==> config.mk <==
export PLATFORM = sky130hd
export DESIGN_NAME = gin_ctrl_flat
export DESIGN_NICKNAME = d
export VERILOG_FILES = /design/src/rtl/gin_ctrl_if.sv /design/src/rtl/gin_ctrl.sv /design/src/flat_wrapper.sv
export SDC_FILE = /design/constraint.sdc
export NUM_CORES = 1
export LEC_CHECK = 0
export CAP_MARGIN = 20
export CORE_MARGIN = 1
export CORE_UTILIZATION = 47
export CTS_CLUSTER_SIZE = 8
export DETAILED_ROUTE_END_ITERATION = 16
export HOLD_SLACK_MARGIN = 0.1
export PLACE_DENSITY = 0.77
export SYNTH_ARGS = -nofsm -noshare
export SYNTH_HDL_FRONTEND = slang
export SYNTH_SLANG_ARGS = --single-unit
==> constraint.sdc <==
create_clock -name clk -period 3.7 [get_ports clk]
set_input_delay 0.37 -clock clk [delete_from_list [all_inputs] [get_ports clk]]
set_output_delay 0.37 -clock clk [all_outputs]
set_load 0.02 [all_outputs]
==> src/rtl/gin_ctrl_if.sv <==
// Bundle between gin_ctrl and its neighbours: tag memory, GIN scan chain,
// upstream packet source, GIN data port and job control/status.
interface gin_ctrl_if #(
  parameter int BITWIDTH   = 16,
  parameter int TAG_LENGTH = 10,
  parameter int X_LENGTH   = 4,
  parameter int Y_LENGTH   = 4,
  parameter int CNT_WIDTH  = 16
);
  localparam int NUM_TAGS = Y_LENGTH + X_LENGTH * Y_LENGTH;
  localparam int ADDR_W   = (NUM_TAGS > 1) ? $clog2(NUM_TAGS) : 1;
  localparam int PKT_W    = 2 * TAG_LENGTH + BITWIDTH;

  logic                  i_start;
  logic [CNT_WIDTH-1:0]  i_num_packets;
  logic                  o_tag_rd_en;
  logic [ADDR_W-1:0]     o_tag_rd_addr;
  logic [TAG_LENGTH-1:0] i_tag_rd_data;
  logic                  o_program;
  logic [TAG_LENGTH-1:0] o_scan_tag_in;
  logic                  i_pkt_valid;
  logic                  o_pkt_ready;
  logic [PKT_W-1:0]      i_pkt_data;
  logic                  o_gin_enable;
  logic                  i_gin_ready;
  logic [PKT_W-1:0]      o_data_packet;
  logic                  o_busy;
  logic                  o_done;
  logic                  o_error;

  modport master (
    input  i_start, i_num_packets, i_tag_rd_data, i_pkt_valid, i_pkt_data, i_gin_ready,
    output o_tag_rd_en, o_tag_rd_addr, o_program, o_scan_tag_in, o_pkt_ready,
           o_gin_enable, o_data_packet, o_busy, o_done, o_error
  );

  modport slave (
    output i_start, i_num_packets, i_tag_rd_data, i_pkt_valid, i_pkt_data, i_gin_ready,
    input  o_tag_rd_en, o_tag_rd_addr, o_program, o_scan_tag_in, o_pkt_ready,
           o_gin_enable, o_data_packet, o_busy, o_done, o_error
  );
endinterface

==> src/rtl/gin_ctrl.sv <==
// GIN sequencer: programs the scan chain from tag memory, then streams packets.
// Optional back-pressure watchdog enabled by defining GIN_CTRL_WATCHDOG_EN.
//
// state  | meaning
// IDLE   | waiting for start
// FETCH  | issuing tag memory reads, one address per cycle
// PROG   | draining read pipe into scan chain, then one gap cycle
// STREAM | forwarding upstream packets to the GIN
// DONE   | one-cycle done pulse
module gin_ctrl #(
  parameter int BITWIDTH   = 16,
  parameter int TAG_LENGTH = 10,
  parameter int X_LENGTH   = 4,
  parameter int Y_LENGTH   = 4,
  parameter int CNT_WIDTH  = 16,
  parameter int TIMEOUT    = 255
) (
  input logic       clk,
  input logic       rstb,
  gin_ctrl_if.master bus
);
  localparam int NUM_TAGS = Y_LENGTH + X_LENGTH * Y_LENGTH;
  localparam int AW       = (NUM_TAGS > 1) ? $clog2(NUM_TAGS) : 1;
  localparam int PW       = 2 * TAG_LENGTH + BITWIDTH;
  localparam logic [AW-1:0] LAST_ADDR = AW'(NUM_TAGS - 1);

  typedef enum logic [2:0] {S_IDLE, S_FETCH, S_PROG, S_STREAM, S_DONE} state_t;

  state_t                r_state;
  logic [CNT_WIDTH-1:0]  r_count;
  logic [CNT_WIDTH-1:0]  r_accepted;
  logic [CNT_WIDTH-1:0]  r_sent;
  logic                  r_rd_en;
  logic [AW-1:0]         r_rd_addr;
  logic                  r_rd_pend;
  logic                  r_program;
  logic [TAG_LENGTH-1:0] r_scan;
  logic                  r_gin_en;
  logic [PW-1:0]         r_data;
  logic                  r_busy;
  logic                  r_done;

  logic w_pkt_ready;
  logic w_load;
  logic w_gin_acc;
  logic w_last_acc;
  logic w_timeout;

  // Upstream is gated once every packet of the job has been taken.
  assign w_pkt_ready = (r_state == S_STREAM) && (r_accepted != r_count) &&
                       (!r_gin_en || bus.i_gin_ready);
  assign w_load      = w_pkt_ready && bus.i_pkt_valid;
  assign w_gin_acc   = (r_state == S_STREAM) && r_gin_en && bus.i_gin_ready;
  assign w_last_acc  = w_gin_acc && ((r_sent + CNT_WIDTH'(1)) == r_count);

`ifdef GIN_CTRL_WATCHDOG_EN
  localparam int SW = $clog2(TIMEOUT + 1);
  logic [SW-1:0] r_stall;
  logic          r_error;
  logic          w_stall;
  assign w_stall   = (r_state == S_STREAM) && r_gin_en && !bus.i_gin_ready;
  assign w_timeout = w_stall && (r_stall == SW'(TIMEOUT - 1));
  assign bus.o_error = r_error;
`else
  logic w_unused_timeout;
  assign w_unused_timeout = (TIMEOUT != 0);
  assign w_timeout   = 1'b0;
  assign bus.o_error = 1'b0;
`endif

  always_ff @(posedge clk) begin
    if (!rstb) begin
      r_state    <= S_IDLE;
      r_count    <= '0;
      r_accepted <= '0;
      r_sent     <= '0;
      r_rd_en    <= 1'b0;
      r_rd_addr  <= '0;
      r_rd_pend  <= 1'b0;
      r_program  <= 1'b0;
      r_scan     <= '0;
      r_gin_en   <= 1'b0;
      r_data     <= '0;
      r_busy     <= 1'b0;
      r_done     <= 1'b0;
`ifdef GIN_CTRL_WATCHDOG_EN
      r_stall    <= '0;
      r_error    <= 1'b0;
`endif
    end else begin
      r_done    <= 1'b0;
      r_rd_pend <= r_rd_en;
      r_program <= r_rd_pend;
      r_scan    <= r_rd_pend ? bus.i_tag_rd_data : '0;
      case (r_state)
        S_IDLE: begin
          if (bus.i_start) begin
            r_count    <= bus.i_num_packets;
            r_accepted <= '0;
            r_sent     <= '0;
            r_rd_en    <= 1'b1;
            r_rd_addr  <= '0;
            r_busy     <= 1'b1;
            r_state    <= S_FETCH;
`ifdef GIN_CTRL_WATCHDOG_EN
            r_stall    <= '0;
            r_error    <= 1'b0;
`endif
          end
        end
        S_FETCH: begin
          if (r_rd_addr == LAST_ADDR) begin
            r_rd_en   <= 1'b0;
            r_rd_addr <= '0;
            r_state   <= S_PROG;
          end else begin
            r_rd_addr <= r_rd_addr + AW'(1);
          end
        end
        S_PROG: begin
          // Both pipe stages empty means this is the gap cycle after the last shift.
          if (!r_rd_pend && !r_program) begin
            if (r_count == '0) begin
              r_state <= S_DONE;
              r_done  <= 1'b1;
            end else begin
              r_state <= S_STREAM;
            end
          end
        end
        S_STREAM: begin
          if (w_load) begin
            r_data     <= bus.i_pkt_data;
            r_gin_en   <= 1'b1;
            r_accepted <= r_accepted + CNT_WIDTH'(1);
          end else if (w_gin_acc) begin
            r_gin_en   <= 1'b0;
          end
          if (w_gin_acc) r_sent <= r_sent + CNT_WIDTH'(1);
`ifdef GIN_CTRL_WATCHDOG_EN
          if (w_gin_acc)    r_stall <= '0;
          else if (w_stall) r_stall <= r_stall + SW'(1);
          if (w_timeout) r_error <= 1'b1;
`endif
          if (w_last_acc || w_timeout) begin
            r_gin_en <= 1'b0;
            r_state  <= S_DONE;
            r_done   <= 1'b1;
          end
        end
        S_DONE: begin
          r_busy  <= 1'b0;
          r_state <= S_IDLE;
        end
        default: r_state <= S_IDLE;
      endcase
    end
  end

  assign bus.o_tag_rd_en   = r_rd_en;
  assign bus.o_tag_rd_addr = r_rd_addr;
  assign bus.o_program     = r_program;
  assign bus.o_scan_tag_in = r_scan;
  assign bus.o_pkt_ready   = w_pkt_ready;
  assign bus.o_gin_enable  = r_gin_en;
  assign bus.o_data_packet = r_data;
  assign bus.o_busy        = r_busy;
  assign bus.o_done        = r_done;
endmodule
==> src/flat_wrapper.sv <==
// flat-port wrapper written by rule: the top's interface ports become plain ports
module gin_ctrl_flat 
#(
  parameter int BITWIDTH   = 16,
  parameter int TAG_LENGTH = 10,
  parameter int X_LENGTH   = 4,
  parameter int Y_LENGTH   = 4,
  parameter int CNT_WIDTH  = 16,
  parameter int TIMEOUT    = 255
)
  (clk, rstb, bus_i_start, bus_i_num_packets, bus_i_tag_rd_data, bus_i_pkt_valid, bus_i_pkt_data, bus_i_gin_ready, bus_o_tag_rd_en, bus_o_tag_rd_addr, bus_o_program, bus_o_scan_tag_in, bus_o_pkt_ready, bus_o_gin_enable, bus_o_data_packet, bus_o_busy, bus_o_done, bus_o_error);
  gin_ctrl_if #(.BITWIDTH(BITWIDTH), .TAG_LENGTH(TAG_LENGTH), .X_LENGTH(X_LENGTH), .Y_LENGTH(Y_LENGTH), .CNT_WIDTH(CNT_WIDTH)) bus_i ();
  input logic clk;
  input logic rstb;
  input wire logic [$bits(bus_i.i_start)-1:0] bus_i_start;
  input wire logic [$bits(bus_i.i_num_packets)-1:0] bus_i_num_packets;
  input wire logic [$bits(bus_i.i_tag_rd_data)-1:0] bus_i_tag_rd_data;
  input wire logic [$bits(bus_i.i_pkt_valid)-1:0] bus_i_pkt_valid;
  input wire logic [$bits(bus_i.i_pkt_data)-1:0] bus_i_pkt_data;
  input wire logic [$bits(bus_i.i_gin_ready)-1:0] bus_i_gin_ready;
  output wire logic [$bits(bus_i.o_tag_rd_en)-1:0] bus_o_tag_rd_en;
  output wire logic [$bits(bus_i.o_tag_rd_addr)-1:0] bus_o_tag_rd_addr;
  output wire logic [$bits(bus_i.o_program)-1:0] bus_o_program;
  output wire logic [$bits(bus_i.o_scan_tag_in)-1:0] bus_o_scan_tag_in;
  output wire logic [$bits(bus_i.o_pkt_ready)-1:0] bus_o_pkt_ready;
  output wire logic [$bits(bus_i.o_gin_enable)-1:0] bus_o_gin_enable;
  output wire logic [$bits(bus_i.o_data_packet)-1:0] bus_o_data_packet;
  output wire logic [$bits(bus_i.o_busy)-1:0] bus_o_busy;
  output wire logic [$bits(bus_i.o_done)-1:0] bus_o_done;
  output wire logic [$bits(bus_i.o_error)-1:0] bus_o_error;
  assign bus_i.i_start = bus_i_start;
  assign bus_i.i_num_packets = bus_i_num_packets;
  assign bus_i.i_tag_rd_data = bus_i_tag_rd_data;
  assign bus_i.i_pkt_valid = bus_i_pkt_valid;
  assign bus_i.i_pkt_data = bus_i_pkt_data;
  assign bus_i.i_gin_ready = bus_i_gin_ready;
  assign bus_o_tag_rd_en = bus_i.o_tag_rd_en;
  assign bus_o_tag_rd_addr = bus_i.o_tag_rd_addr;
  assign bus_o_program = bus_i.o_program;
  assign bus_o_scan_tag_in = bus_i.o_scan_tag_in;
  assign bus_o_pkt_ready = bus_i.o_pkt_ready;
  assign bus_o_gin_enable = bus_i.o_gin_enable;
  assign bus_o_data_packet = bus_i.o_data_packet;
  assign bus_o_busy = bus_i.o_busy;
  assign bus_o_done = bus_i.o_done;
  assign bus_o_error = bus_i.o_error;
  gin_ctrl #(.BITWIDTH(BITWIDTH), .TAG_LENGTH(TAG_LENGTH), .X_LENGTH(X_LENGTH), .Y_LENGTH(Y_LENGTH), .CNT_WIDTH(CNT_WIDTH), .TIMEOUT(TIMEOUT)) u_core (.clk(clk), .rstb(rstb), .bus(bus_i));
endmodule
[Word-level counts from Yosys, hierarchy flattened]
Index checks and enable logic that the tools add are counted.
Storage, ports and cells
  register bits after elaboration: 108
  output and inout bits: 58
Operators by class
  $add $sub $neg: 3
  equality and inequality tests: 13
  mux-type cells: 25
  reductions and logical operators: 27
Operators with widths (number)
  case mux 16 bit (2 select lines): 2
  two-way mux 16 bit: 3
  adder 16 x 1 -> 16 bit (second input constant): 2
  == test 16 bit: 1
  logical NOT 16 bit: 1
  inequality test 16 bit: 1
  two-way mux 3 bit: 5
  case mux 3 bit (4 select lines): 1
  AND reduction 2 bit: 6
  two-way mux 5 bit: 2
  inequality test 2 x 1 -> 1 bit (second input constant): 5
  case mux 5 bit (2 select lines): 1
  AND reduction 3 bit: 3
  two-way mux 1 bit: 8
  logical AND 1 bit: 7
  == test 3 x 2 -> 1 bit (second input constant): 2
  case mux 1 bit (2 select lines): 3
  nonzero test 2 bit: 3
  adder 5 x 1 -> 5 bit (second input constant): 1
  == test 5 bit (second input constant): 1
  AND reduction 4 bit: 1
  == test 3 x 1 -> 1 bit (second input constant): 1
  == test 3 bit (second input constant): 1
  logical NOT 1 bit: 3
  other kinds (4): 4

[Logic depth before layout (Yosys ltp)]
Gate-level depths: netlist of the first run.
  depth after elaboration: 6
  gate-level depth with buffers: 10
  gate-level depth less buffers: 8

[Worst setup path after synthesis of the first run]
OpenSTA, ideal clock, no wires.
  path kind: register to register
  start point: register u_core.r_sent[0]
  end point: register u_core.r_state[1]
  setup time: 0.140 ns
  arrival: 2.199 ns
  slack: 1.362 ns
  cell stages (with the launch flop): 9
  buffers on the path: 0
  path through: dfxtp_1 ha_1 nand3_1 or4_4 o32a_1 nand4_1 nor4_2 o2111ai_1 o311ai_4
On the way
  word-level cells in the longest chain between the ends: 5
Ends and longest elaborated chain
  start, declared: line gin_ctrl.sv:32  | logic [CNT_WIDTH-1:0] r_sent;
  start signal, assigned: line gin_ctrl.sv:139  | if (w_gin_acc) r_sent <= r_sent + CNT_WIDTH'(1);
  adder 16 x 1 -> 16 bit: line gin_ctrl.sv:54  | assign w_last_acc = w_gin_acc && ((r_sent + CNT_WIDTH'(1)) == r_count);
  == test 16 bit: line gin_ctrl.sv:54
  logical AND 1 bit: line gin_ctrl.sv:54
  inequality test 2 x 1 -> 1 bit (no source line)
  AND reduction 4 bit (no source line)
  end signal, assigned: line gin_ctrl.sv:73  | r_state <= S_IDLE;
  end signal, assigned: line gin_ctrl.sv:104  | r_state <= S_FETCH;
  end signal, assigned: line gin_ctrl.sv:115  | r_state <= S_PROG;
  end, declared: line gin_ctrl.sv:29  | state_t r_state;
Every way passes these cells.
A chain may end at the register's enable or synchronous reset.

[Final worst setup path of the first run]
Same ends and word-level chain as after synthesis.

==> qor.yml, run 1 <==
status:
  outcome: "completed"
synth:
  yosysMostFrequentCell: "dfxtp_1"
  syn-num-nets: 662
  ys_ff_latch: 108
  synth.avg_cell_area_um2: 8.61
  synth_warnings: 0
  synth_flop_cell: "dfxtp_1"
  synthTopCellsByArea: "dfxtp_1 42%, mux2i_1 8.3%, xnor2_1 5.8%"
  async_flop_share_pct: 0
  synth_area_leader_cell: "dfxtp_1"
  syn_area_um2: 5090
  synth_cell_types: 59
  post-synth-top-area-fraction_pct: 42.4
  syn_inst: 592
  synthTopCellsByCount: "108 x dfxtp_1, 65 x nor2_1, 63 x nand2_1, 42 x mux2i_1, 41 x a21oi_1"
  synth_edf_count: 0
  ys_seq_area_share_pct: 42.4
power:
  pwr_density_cell_nw_per_um2: 415
  design_power_total_mw: 2.73
  max-vdd-ir-drop_mv: 0.267
  sw_frac_of_total_pct: 33.0
  seq_power_share_pct: 49.6
  internal_power_mw: 1.83
  p_comb_share_pct: 26.4
  pwr-share-clk_pct: 24.0
  switchingPower_mw: 0.900
  leakagePower_nw: 2.62
global_routing:
  grt_max_degree: 56
  grt_pass1_vias: 4567
  grt_pass1_wl_mm: 22.0
  overflow: 0
  antenna_found_initial: 0
  grt_util_all_layers_pct: 24.2
sta:
  whs_ns: 0.507
  final.setup.tns_ns: 0
  fmax_ghz: 0.354
  drv_slew: 0
  rsz0062_at_grt: "false"
  period_share_pct: 76.3
  finalClockSkew_ns: 0.0158
  slew_headroom_pct: 35.7
  hold_viol: 0
  min_period_ns: 2.82
  finalSetupViolations: 0
  worst_slew_pin_slew_ns: 0.964
route:
  drc: 0
  post_drt_wl_per_cell_um: 15.6
  drtIter0Drc: 235
  drt-total-wl_mm: 13.1
  drtAntennaViolNets: 0
  num_vias: 4695
  drtPass1Iterations: 5
  routed_via_density: 5.59
floorplan:
  dieHeight_um: 106
  pin_count: 125
  core_um2: 10400
  dieArea_um2: 11300
  row_count: 37
  die_x_um: 106
  start_util_pct: 48.9
cells_and_area:
  syn_to_final_growth_pct: 29.1
  drive_gt1_share_pct: 4.97
  final_util_pct: 63.2
  nets: 769
  nFillCells: 914
  n_antenna_cell: 0
setup_path:
  r2r_slack_ns: 0.88
  worst-path-max-fanout: 7
  crit_slowest_cell: "nor4_2"
  r2r-start: "u_core.r_sent[0]"
  worst_setup_path_end_kind: "flip-flop"
  critPathArrivalTime_ns: 3.06
  rr_worst_depth: 8
  crit_type: "reg -> reg"
  path_cells: "ha_1, nand3_1, or3_1, o31ai_1, nand4_1, nor4_2, or2_4, o311ai_4"
  r2r-end: "u_core.r_state[1]"
  critPathRequiredTime_ns: 3.94
  slowest_delay_ns: 0.53
  cp-start-kind: "flip-flop"
clock_tree:
  postCtsResizedCells: 0
  cts_root_buf: "clkbuf_8"
  clk_pin_slew_ns: 0.11
  postCtsSetupBuffers: 0
  cts_sinks: 108
  h-tree-depth: 3
  clock_latency_ns: 0.37
  cts_tree: "yes"
  cts_buffer_depth: 2
  cts_hold_buf: 0
  numCtsBuffers: 9
flow_run:
  drv_cap: 0
place:
  portBuffers: 123
  hpwl_mm: 9.48
  gp_congestion: 0.858
hold_path:
  whs_path_depth: 2
  hold_start: "u_core.bus.o_data_packet[30]"
  holdPathEnd: "u_core.bus.o_data_packet[30]"
  hold_class: "reg -> reg"
state kept, by name (all words and copies together) (netlist names):
register and cells:
u_core.bus.o_done 1, u_core.r_count 16, u_core.bus.o_program 1, u_core.bus.o_tag_rd_addr 5, u_core.r_accepted 16, u_core.r_sent 16
u_core.r_rd_pend 1, u_core.bus.o_data_packet 36, u_core.bus.o_tag_rd_en 1, u_core.r_state 3, u_core.bus.o_scan_tag_in 10, u_core.bus.o_gin_enable 1
u_core.bus.o_busy 1
worst max-delay path, delay by kind of cell, from the launching register on:
kind / cells / cell delay [ns]
fa+ha+maj: 1 / 0.31
compound gates: 2 / 0.34
flops: 1 / 0.46
simple gates: 5 / 1.59
worst max path at each step:
| stage | from | to | slack, ns | cells past startpoint |
|---|---|---|---|---|
| 2_1_floorplan | u_core.r_sent[0] | u_core.r_state[1] | 1.36 | 8 |
| 3_3_place_gp | u_core.r_sent[3] | u_core.r_state[1] | 1.01 | 7 |
| 3_5_place_dp | u_core.r_sent[0] | u_core.r_state[1] | 0.91 | 8 |
| 4_1_cts | u_core.r_sent[0] | u_core.r_state[1] | 0.90 | 8 |
| 5_1_grt | u_core.r_sent[0] | u_core.r_state[1] | 0.68 | 8 |
| 6_report | u_core.r_sent[0] | u_core.r_state[1] | 0.88 | 8 |
per-layer routing:
metal	global-route usage (%)	vias up	wire (um)
li1	-	2280	-
met1	32.2	2249	5840
met2	40.2	152	6300
met3	3.92	14	771
met4	7.34	0	153
met5	0	-	0
power by group through the flow:
stage	clock [mW]	combinational, mW	sequential (mW)
5_1_grt	0.727	0.791	1.37
3_5_place_dp	0	0.718	1.38
4_1_cts	0.672	0.722	1.35
2_1_floorplan	0	0.432	1.37
6_report	0.656	0.720	1.35
3_3_place_gp	0	0.700	1.37
stage by stage:
step | instances | area (um^2) | setup WS [ns]
floorplan | 592 | 5090 | 1.36
global placement | 824 | 6410 | 1.01
detailed placement | 824 | 6410 | 0.913
CTS | 840 | 6580 | 0.895
global route | 840 | 6580 | 0.678
finish | 840 | 6580 | 0.878
area by class of cell:
| class | count | area [um^2] | area share (%) |
|---|---|---|---|
| Inverter | 11 | 41.3 | 0.628 |
| Multi-Input combinational cell | 438 | 2750 | 41.7 |
| Tap cell | 136 | 170 | 2.59 |
| Timing Repair Buffer | 131 | 1290 | 19.6 |
| Clock inverter | 5 | 37.5 | 0.571 |
| Sequential cell | 108 | 2160 | 32.9 |
| Clock buffer | 11 | 131 | 2.00 |
cell families after synthesis:
family	Yosys count	share of synthesized area (%)
fa+ha+maj	3	0.737
buf+inv	46	3.78
mux	42	8.25
other cells	1	0.0736
compound gates	103	12.8
flops	108	42.4
xor+xnor	40	6.88
simple gates	249	25.0
cell usage in the layout (no fill, tap or decap), types with 5 or more instances in the layout:
master,Yosys,routed
xnor2_1,34,34
nand2b_1,5,5
or3_1,5,5
dfxtp_1,108,108
mux2i_1,42,42
nand3_1,15,15
a21boi_0,7,7
nor3_1,7,6
nor2_1,65,65
clkbuf_8,0,9
o21ai_0,21,21
and2_1,11,11
buf_4,2,8
nand4_1,13,13
xor2_1,6,6
nand2_1,63,63
and3_1,18,18
clkdlybuf4s50_1,0,123
nor2b_1,20,20
inv_1,10,10
nor4_1,8,8
a31oi_1,7,7
a21oi_1,41,41
Power figures use the tool's default switching activity.
==> run 2: changes to the inputs <==
--- a/config.mk
+++ b/config.mk
@@ -7,7 +7,7 @@
 export LEC_CHECK = 0
 export CAP_MARGIN = 20
 export CORE_MARGIN = 1
-export CORE_UTILIZATION = 47
+export CORE_UTILIZATION = 45
 export CTS_CLUSTER_SIZE = 8
 export DETAILED_ROUTE_END_ITERATION = 16
 export HOLD_SLACK_MARGIN = 0.1
==> constraint.sdc (replaced) <==
create_clock -name clk -period 2.4 [get_ports clk]
set_input_delay 0.24 -clock clk [delete_from_list [all_inputs] [get_ports clk]]
set_output_delay 0.24 -clock clk [all_outputs]
set_load 0.02 [all_outputs]
==> qor.yml, run 2 (synthesis results as in run 1) <==
status:
  outcome: "completed"
setup_path:
  crit_slowest_cell: "or4_4"
  path_cells: "ha_2, nand3_4, or4_4, o32a_1, nand4_1, nor4_2, buf_4, or2_4, o311ai_4"
  slowest_delay_ns: 0.54  # about the same
  worst_setup_path_end_kind: "flip-flop"
  worst-path-max-fanout: 4  # -3
  crit_type: "reg -> reg"
  path_buf_inv: 1  # +1
  cp-start-kind: "flip-flop"
  critPathTopFamily: "simple AND/OR/NAND/NOR gates"
  critPathArrivalTime_ns: 2.61  # -0.45 ns
  critPathRequiredTime_ns: 2.67  # -1.27 ns
sta:
  finalClockSkew_ns: 0.00912  # -0.00670 ns
  worst_slew_pin_slew_ns: 0.519  # -0.445 ns
  fin_ws_ns: 0.0587  # -0.819 ns
  min_period_ns: 2.34  # -0.481 ns
  slew_headroom_pct: 64.5  # +29 points
  hold_viol: 0  # unchanged
  final.setup.tns_ns: 0  # unchanged
  fmax_ghz: 0.427  # +21%
  period_share_pct: 97.6  # +21 points
  drv_slew: 0  # unchanged
  whs_ns: 0.433  # -0.0741 ns
  rsz0062_at_grt: "true"
  finalSetupViolations: 0  # unchanged
cells_and_area:
  final_cell_mix: "122 x clkdlybuf4s50_1, 100 x dfxtp_1, 65 x nor2_1"
  syn_to_final_growth_pct: 38.0
  layout_commonest_cell: "clkdlybuf4s50_1"
  drive_gt1_share_pct: 11.4  # +6.4 points
  largest_register_ffs: 36  # unchanged
  design_area_um2: 7030  # +6.9%
  nets: 794  # +3.3%
  n_antenna_cell: 0  # unchanged
clock_tree:
  h-tree-depth: 3  # unchanged
  clk_pin_slew_ns: 0.07  # -0.04 ns
  clock_latency_ns: 0.35  # -0.02 ns
  cts_sinks: 108  # unchanged
  cts_buffer_depth: 2  # unchanged
  cts_root_buf: "clkbuf_16"
  cts_tree: "yes"
  numCtsBuffers: 9  # unchanged
  cts_hold_buf: 0  # unchanged
route:
  drt-total-wl_mm: 13.5  # +3.5%
  drtIter0Drc: 226  # -3.8%
  num_vias: 4837  # +3.0%
  drtAntennaViolNets: 0  # unchanged
  drtPass1Iterations: 4  # -1
  routed_via_density: 5.57  # -0.41%
  post_drt_wl_per_cell_um: 15.6  # about the same
  drc: 0  # unchanged
place:
  gp_congestion: 0.921  # +7.4%
  place_area_um2: 6600  # +3.0%
  hpwl_mm: 9.88  # +4.2%
  portBuffers: 123  # unchanged
  detailedPlace.worstSlack_ns: 0.0209  # -0.893 ns
power:
  internal_power_mw: 3.41  # +87%
  p_comb_share_pct: 24.2  # -2.2 points
  seq_power_share_pct: 42.6  # -7.0 points
  switchingPower_mw: 1.45  # +61%
  max-vdd-ir-drop_mv: 0.445  # +66%
  pwr-share-clk_pct: 33.2  # +9.2 points
  sw_frac_of_total_pct: 29.8  # -3.2 points
  pwr_density_cell_nw_per_um2: 691  # +67%
  leakagePower_nw: 2.84  # +8.6%
global_routing:
  grt_max_degree: 33  # -41%
  overflow: 0  # unchanged
  antenna_found_initial: 0  # unchanged
  grt_util_all_layers_pct: 23.6  # -0.60 points
  grt_pass1_vias: 4552  # -0.33%
  grtUsageMet2_pct: 40.9  # +0.65 points
  gr-usage-met3_pct: 5.42  # +1.5 points
  gr-usage-met1_pct: 27.9  # -4.3 points
  grt_pass1_wl_mm: 21.8  # -0.94%
  grt.busiest_layer: "met2"
hold_path:
  hold_class: "in -> reg"
floorplan:
  dieArea_um2: 11800  # +4.4%
  start_util_pct: 46.6  # -2.3 points
  die_x_um: 108  # +2.2%
  row_count: 38  # +2.7%
  dieHeight_um: 108  # +2.2%
  pin_count: 125  # unchanged
  core_um2: 10900  # +5.0%
flow_run:
  drv_cap: 0  # unchanged
## run 2: cell types whose count changed in the layout (fill, tap and decap cells not counted), sizes merged
cell	previous run	this run
inv	12	11
buf	8	33
bufinv	0	2
clkbuf	11	10
dlygate4sd2	0	1
clkdlybuf4s50	123	122
clkinvlp	2	3
clkinv	2	1
## run 2: layer usage
layer  share of wire, %  vias up
li1                   -     2323
met1                 41     2326
met2                 50      168
met3                6.7       20
met4                1.9        0
met5                  0        -
## run 2: worst paths after layout
kind                                              startpoint                           end  slack (ns)  depth (start not counted)
worst max-delay path                        u_core.r_sent[0]             u_core.r_state[1]        0.06                          9
worst min-delay path                    bus_i_num_packets[0]             u_core.r_count[0]        0.43                          3
worst max register to register              u_core.r_sent[0]             u_core.r_state[1]        0.06                          9
worst min register to register  u_core.bus.o_data_packet[13]  u_core.bus.o_data_packet[13]        0.49                          2
## run 2: power by group through the flow
stage / clock network [mW] / registers [mW] / logic, mW
final: 1.62 / 2.07 / 1.18
after global routing: 1.72 / 2.09 / 1.28
after CTS: 1.65 / 2.07 / 1.15
after detailed placement: 0 / 2.11 / 1.14
after global placement: 0 / 2.10 / 1.11
after floorplan: 0 / 2.12 / 0.666
## run 2: layout make-up
| cell class | instances | area (um^2) |
|---|---|---|
| flip-flops and latches | 108 | 2170 |
| multi-input cells | 438 | 2820 |
| inverters | 11 | 41.3 |
| well taps | 140 | 175 |
| repair buffers | 156 | 1490 |
| clock inverters | 6 | 87.6 |
| fillers | 926 | 3900 |
| clock buffers | 10 | 239 |
## run 2: worst register-to-register path: cells and delay by family (launching register included)
kind | cells | cell delay (ns)
flops | 1 | 0.34
compound gates | 2 | 0.49
fa+ha+maj | 1 | 0.21
simple gates | 5 | 1.05
buf+inv | 1 | 0.16
## run 2: through the flow
step	std cells	power, mW	utilization [%]
after CTS	867	4.86	63.4
after global placement	851	3.22	60.4
after floorplan	592	2.78	-
final	869	4.86	64.3
after global routing	869	5.08	64.3
after detailed placement	851	3.25	60.4
## run 2: timing repair
action / 4_1_cts / 5_1_grt
pin swaps: 0 / 2
resized for setup: 3 / 24
setup endpoints to repair: 2 / 42
setup buffers: 0 / 2
==> run 3: changes to the inputs <==
--- a/config.mk
+++ b/config.mk
@@ -6,12 +6,12 @@
 export NUM_CORES = 1
 export LEC_CHECK = 0
 export CAP_MARGIN = 20
-export CORE_MARGIN = 1
 export CORE_UTILIZATION = 45
 export CTS_CLUSTER_SIZE = 8
 export DETAILED_ROUTE_END_ITERATION = 16
 export HOLD_SLACK_MARGIN = 0.1
 export PLACE_DENSITY = 0.77
+export REMOVE_ABC_BUFFERS = 1
 export SYNTH_ARGS = -nofsm -noshare
 export SYNTH_HDL_FRONTEND = slang
 export SYNTH_SLANG_ARGS = --single-unit
==> qor.yml, run 3 (synthesis results as in run 1) <==
global_routing:
  antenna_found_initial: 0  # unchanged
  grt_pass1_wl_mm: 22.3  # +2.4%
  grt_util_all_layers_pct: 24.2  # +0.54 points
  overflow: 0  # unchanged
  grt_max_degree: 40  # +21%
  grt_pass1_vias: 4722  # +3.7%
setup_path:
  r2r_slack_ns: -0.06  # -0.12 ns
  path_buf_inv: 1  # unchanged
  rr_worst_depth: 9  # unchanged
  crit_slowest_cell: "or3_4"
  path_cells: "ha_4, nand3_2, or3_4, o31ai_1, nand4_1, nor4_4, buf_4, or2_4, o311ai_4"
  cp-start-kind: "flip-flop"
  critPathArrivalTime_ns: 2.67  # +0.06 ns
  worst-path-max-fanout: 4  # unchanged
  crit_type: "reg -> reg"
  r2r-start: "u_core.r_sent[1]"
  worst_setup_path_end_kind: "flip-flop"
  critPathTopFamily: "simple AND/OR/NAND/NOR gates"
  critPathRequiredTime_ns: 2.61  # -0.06 ns
  r2r-end: "u_core.r_state[1]"
  slowest_delay_ns: 0.43  # -0.11 ns
sta:
  whs_ns: 0.447  # +0.0141 ns
  drv_slew: 0  # unchanged
  min_period_ns: 2.46  # +0.120 ns
  period_share_pct: 103  # +5.0 points
  finalClockSkew_ns: 0.00520  # -0.00392 ns
  hold_viol: 0  # unchanged
  worst_slew_pin_slew_ns: 0.729  # +0.210 ns
  fin_ws_ns: -0.0614  # -0.120 ns
  finalSetupViolations: 4  # +4
  fmax_ghz: 0.406  # -4.9%
  rsz0062_at_grt: "true"
  slew_headroom_pct: 51.2  # -13 points
route:
  routed_via_density: 5.57  # about the same
  post_drt_wl_per_cell_um: 16.0  # +2.5%
  num_vias: 4898  # +1.3%
  drtIter0Drc: 309  # +37%
  drtPass1Iterations: 7  # +3
  drt-total-wl_mm: 14.0  # +3.8%
  drc: 0  # unchanged
  drtAntennaViolNets: 0  # unchanged
floorplan:
  start_util_pct: 46.6  # unchanged
  dieArea_um2: 11800  # unchanged
  die_x_um: 108  # unchanged
  row_count: 38  # unchanged
  core_um2: 10900  # unchanged
  pin_count: 125  # unchanged
  dieHeight_um: 108  # unchanged
power:
  seq_power_share_pct: 44.1  # +1.5 points
  pwr_density_cell_nw_per_um2: 652  # -5.7%
  switchingPower_mw: 1.45  # +0.35%
  sw_frac_of_total_pct: 31.3  # +1.5 points
  pwr-share-clk_pct: 28.9  # -4.3 points
  p_comb_share_pct: 27.0  # +2.8 points
  max-vdd-ir-drop_mv: 0.474  # +6.6%
  internal_power_mw: 3.18  # -6.7%
  leakagePower_nw: 2.91  # +2.5%
cells_and_area:
  final_util_pct: 65.0  # +0.73 points
  n_antenna_cell: 0  # unchanged
  drive_gt1_share_pct: 12.7  # +1.3 points
  stdcell_count: 880  # +1.3%
  nFillCells: 898  # -3.0%
  nets: 807  # +1.6%
  syn_to_final_growth_pct: 39.6
  final_cell_mix: "122 x clkdlybuf4s50_1, 98 x dfxtp_1, 65 x nor2_1"
  layout_commonest_cell: "clkdlybuf4s50_1"
  largest_register_ffs: 36  # unchanged
clock_tree:
  cts_hold_buf: 0  # unchanged
  cts_buffer_depth: 2  # unchanged
  cts_tree: "yes"
  clock_latency_ns: 0.34  # about the same
  numCtsBuffers: 9  # unchanged
  clk_pin_slew_ns: 0.07  # about the same
  cts_sinks: 108  # unchanged
  cts_root_buf: "clkbuf_16"
  h-tree-depth: 3  # unchanged
place:
  hpwl_mm: 10.0  # +1.2%
  portBuffers: 123  # unchanged
  dp_cells: 858  # +0.82%
  detailedPlace.worstSlack_ns: -0.0140  # -0.0348 ns
  gp_congestion: 0.977  # +6.0%
hold_path:
  hold_start: "bus_i_num_packets[13]"
  whs_path_depth: 3  # unchanged
  holdPathEnd: "u_core.r_count[13]"
  hold_class: "in -> reg"
flow_run:
  drv_cap: 0  # unchanged
status:
  violations: "negative setup slack"
  outcome: "finished with violations"
[run 3: worst max-delay path by stage]
| stage | end | from | slack, ns | depth (start not counted) |
|---|---|---|---|---|
| finish | u_core.r_state[1] | u_core.r_sent[1] | -0.06 | 9 |
| floorplan | u_core.r_accepted[13] | u_core.r_state[2] | -1.45 | 7 |
| detailed placement | u_core.r_state[1] | u_core.r_sent[0] | -0.01 | 9 |
| CTS | u_core.r_state[1] | u_core.r_sent[1] | 0.02 | 9 |
| global placement | u_core.r_state[1] | u_core.r_sent[3] | 0.06 | 9 |
| global route | u_core.r_state[1] | u_core.r_sent[1] | -0.14 | 9 |
[run 3: repair_timing]
action / CTS / global route
pin swaps: 5 / 9
resized for setup: 20 / 18
setup endpoints to repair: 2 / 6
buffers inserted: 1 / 8
[run 3: power by group through the flow]
| stage | Combinational (mW) | Sequential, mW | Clock (mW) |
|---|---|---|---|
| final | 1.25 | 2.05 | 1.34 |
| after global routing | 1.36 | 2.06 | 1.43 |
| after CTS | 1.24 | 2.05 | 1.37 |
| after detailed placement | 1.20 | 2.09 | 0 |
| after global placement | 1.17 | 2.09 | 0 |
| after floorplan | 0.613 | 2.14 | 0 |
[run 3: metal layers]
metal,global-route usage (%),up-vias,part of all wire (%)
met5,0,-,0
met4,9.75,0,3.2
met3,6.87,39,8.0
li1,-,2355,-
met1,28.9,2291,41
met2,40.7,213,48
[run 3: worst reg2reg max path, cell delays in order (launching register included)]
cell and delay, ns:
dfxtp_2 0.36, ha_4 0.15, nand3_2 0.12, or3_4 0.43, o31ai_1 0.33, nand4_1 0.21, nor4_4 0.32, buf_4 0.19
or2_4 0.15, o311ai_4 0.08
[run 3: layout make-up]
type / instances / area [um^2] / share of cell area [%]
Multi-Input combinational cell: 438 / 2850 / 40.0
Sequential cell: 108 / 2180 / 30.7
Timing Repair Buffer: 169 / 1610 / 22.6
Clock buffer: 10 / 229 / 3.22
Tap cell: 140 / 175 / 2.46
Inverter: 11 / 41.3 / 0.581
Clock inverter: 4 / 26.3 / 0.369
[run 3: per-stage QoR]
| stage | setup TNS (ns) | cell area [um^2] | total power, mW |
|---|---|---|---|
| after floorplan | -33.60 | 4940 | 2.75 |
| after global placement | 0 | 6670 | 3.26 |
| after detailed placement | -0.0140 | 6670 | 3.29 |
| after CTS | 0 | 7000 | 4.65 |
| after global routing | -0.488 | 7110 | 4.85 |
| final | -0.114 | 7110 | 4.64 |
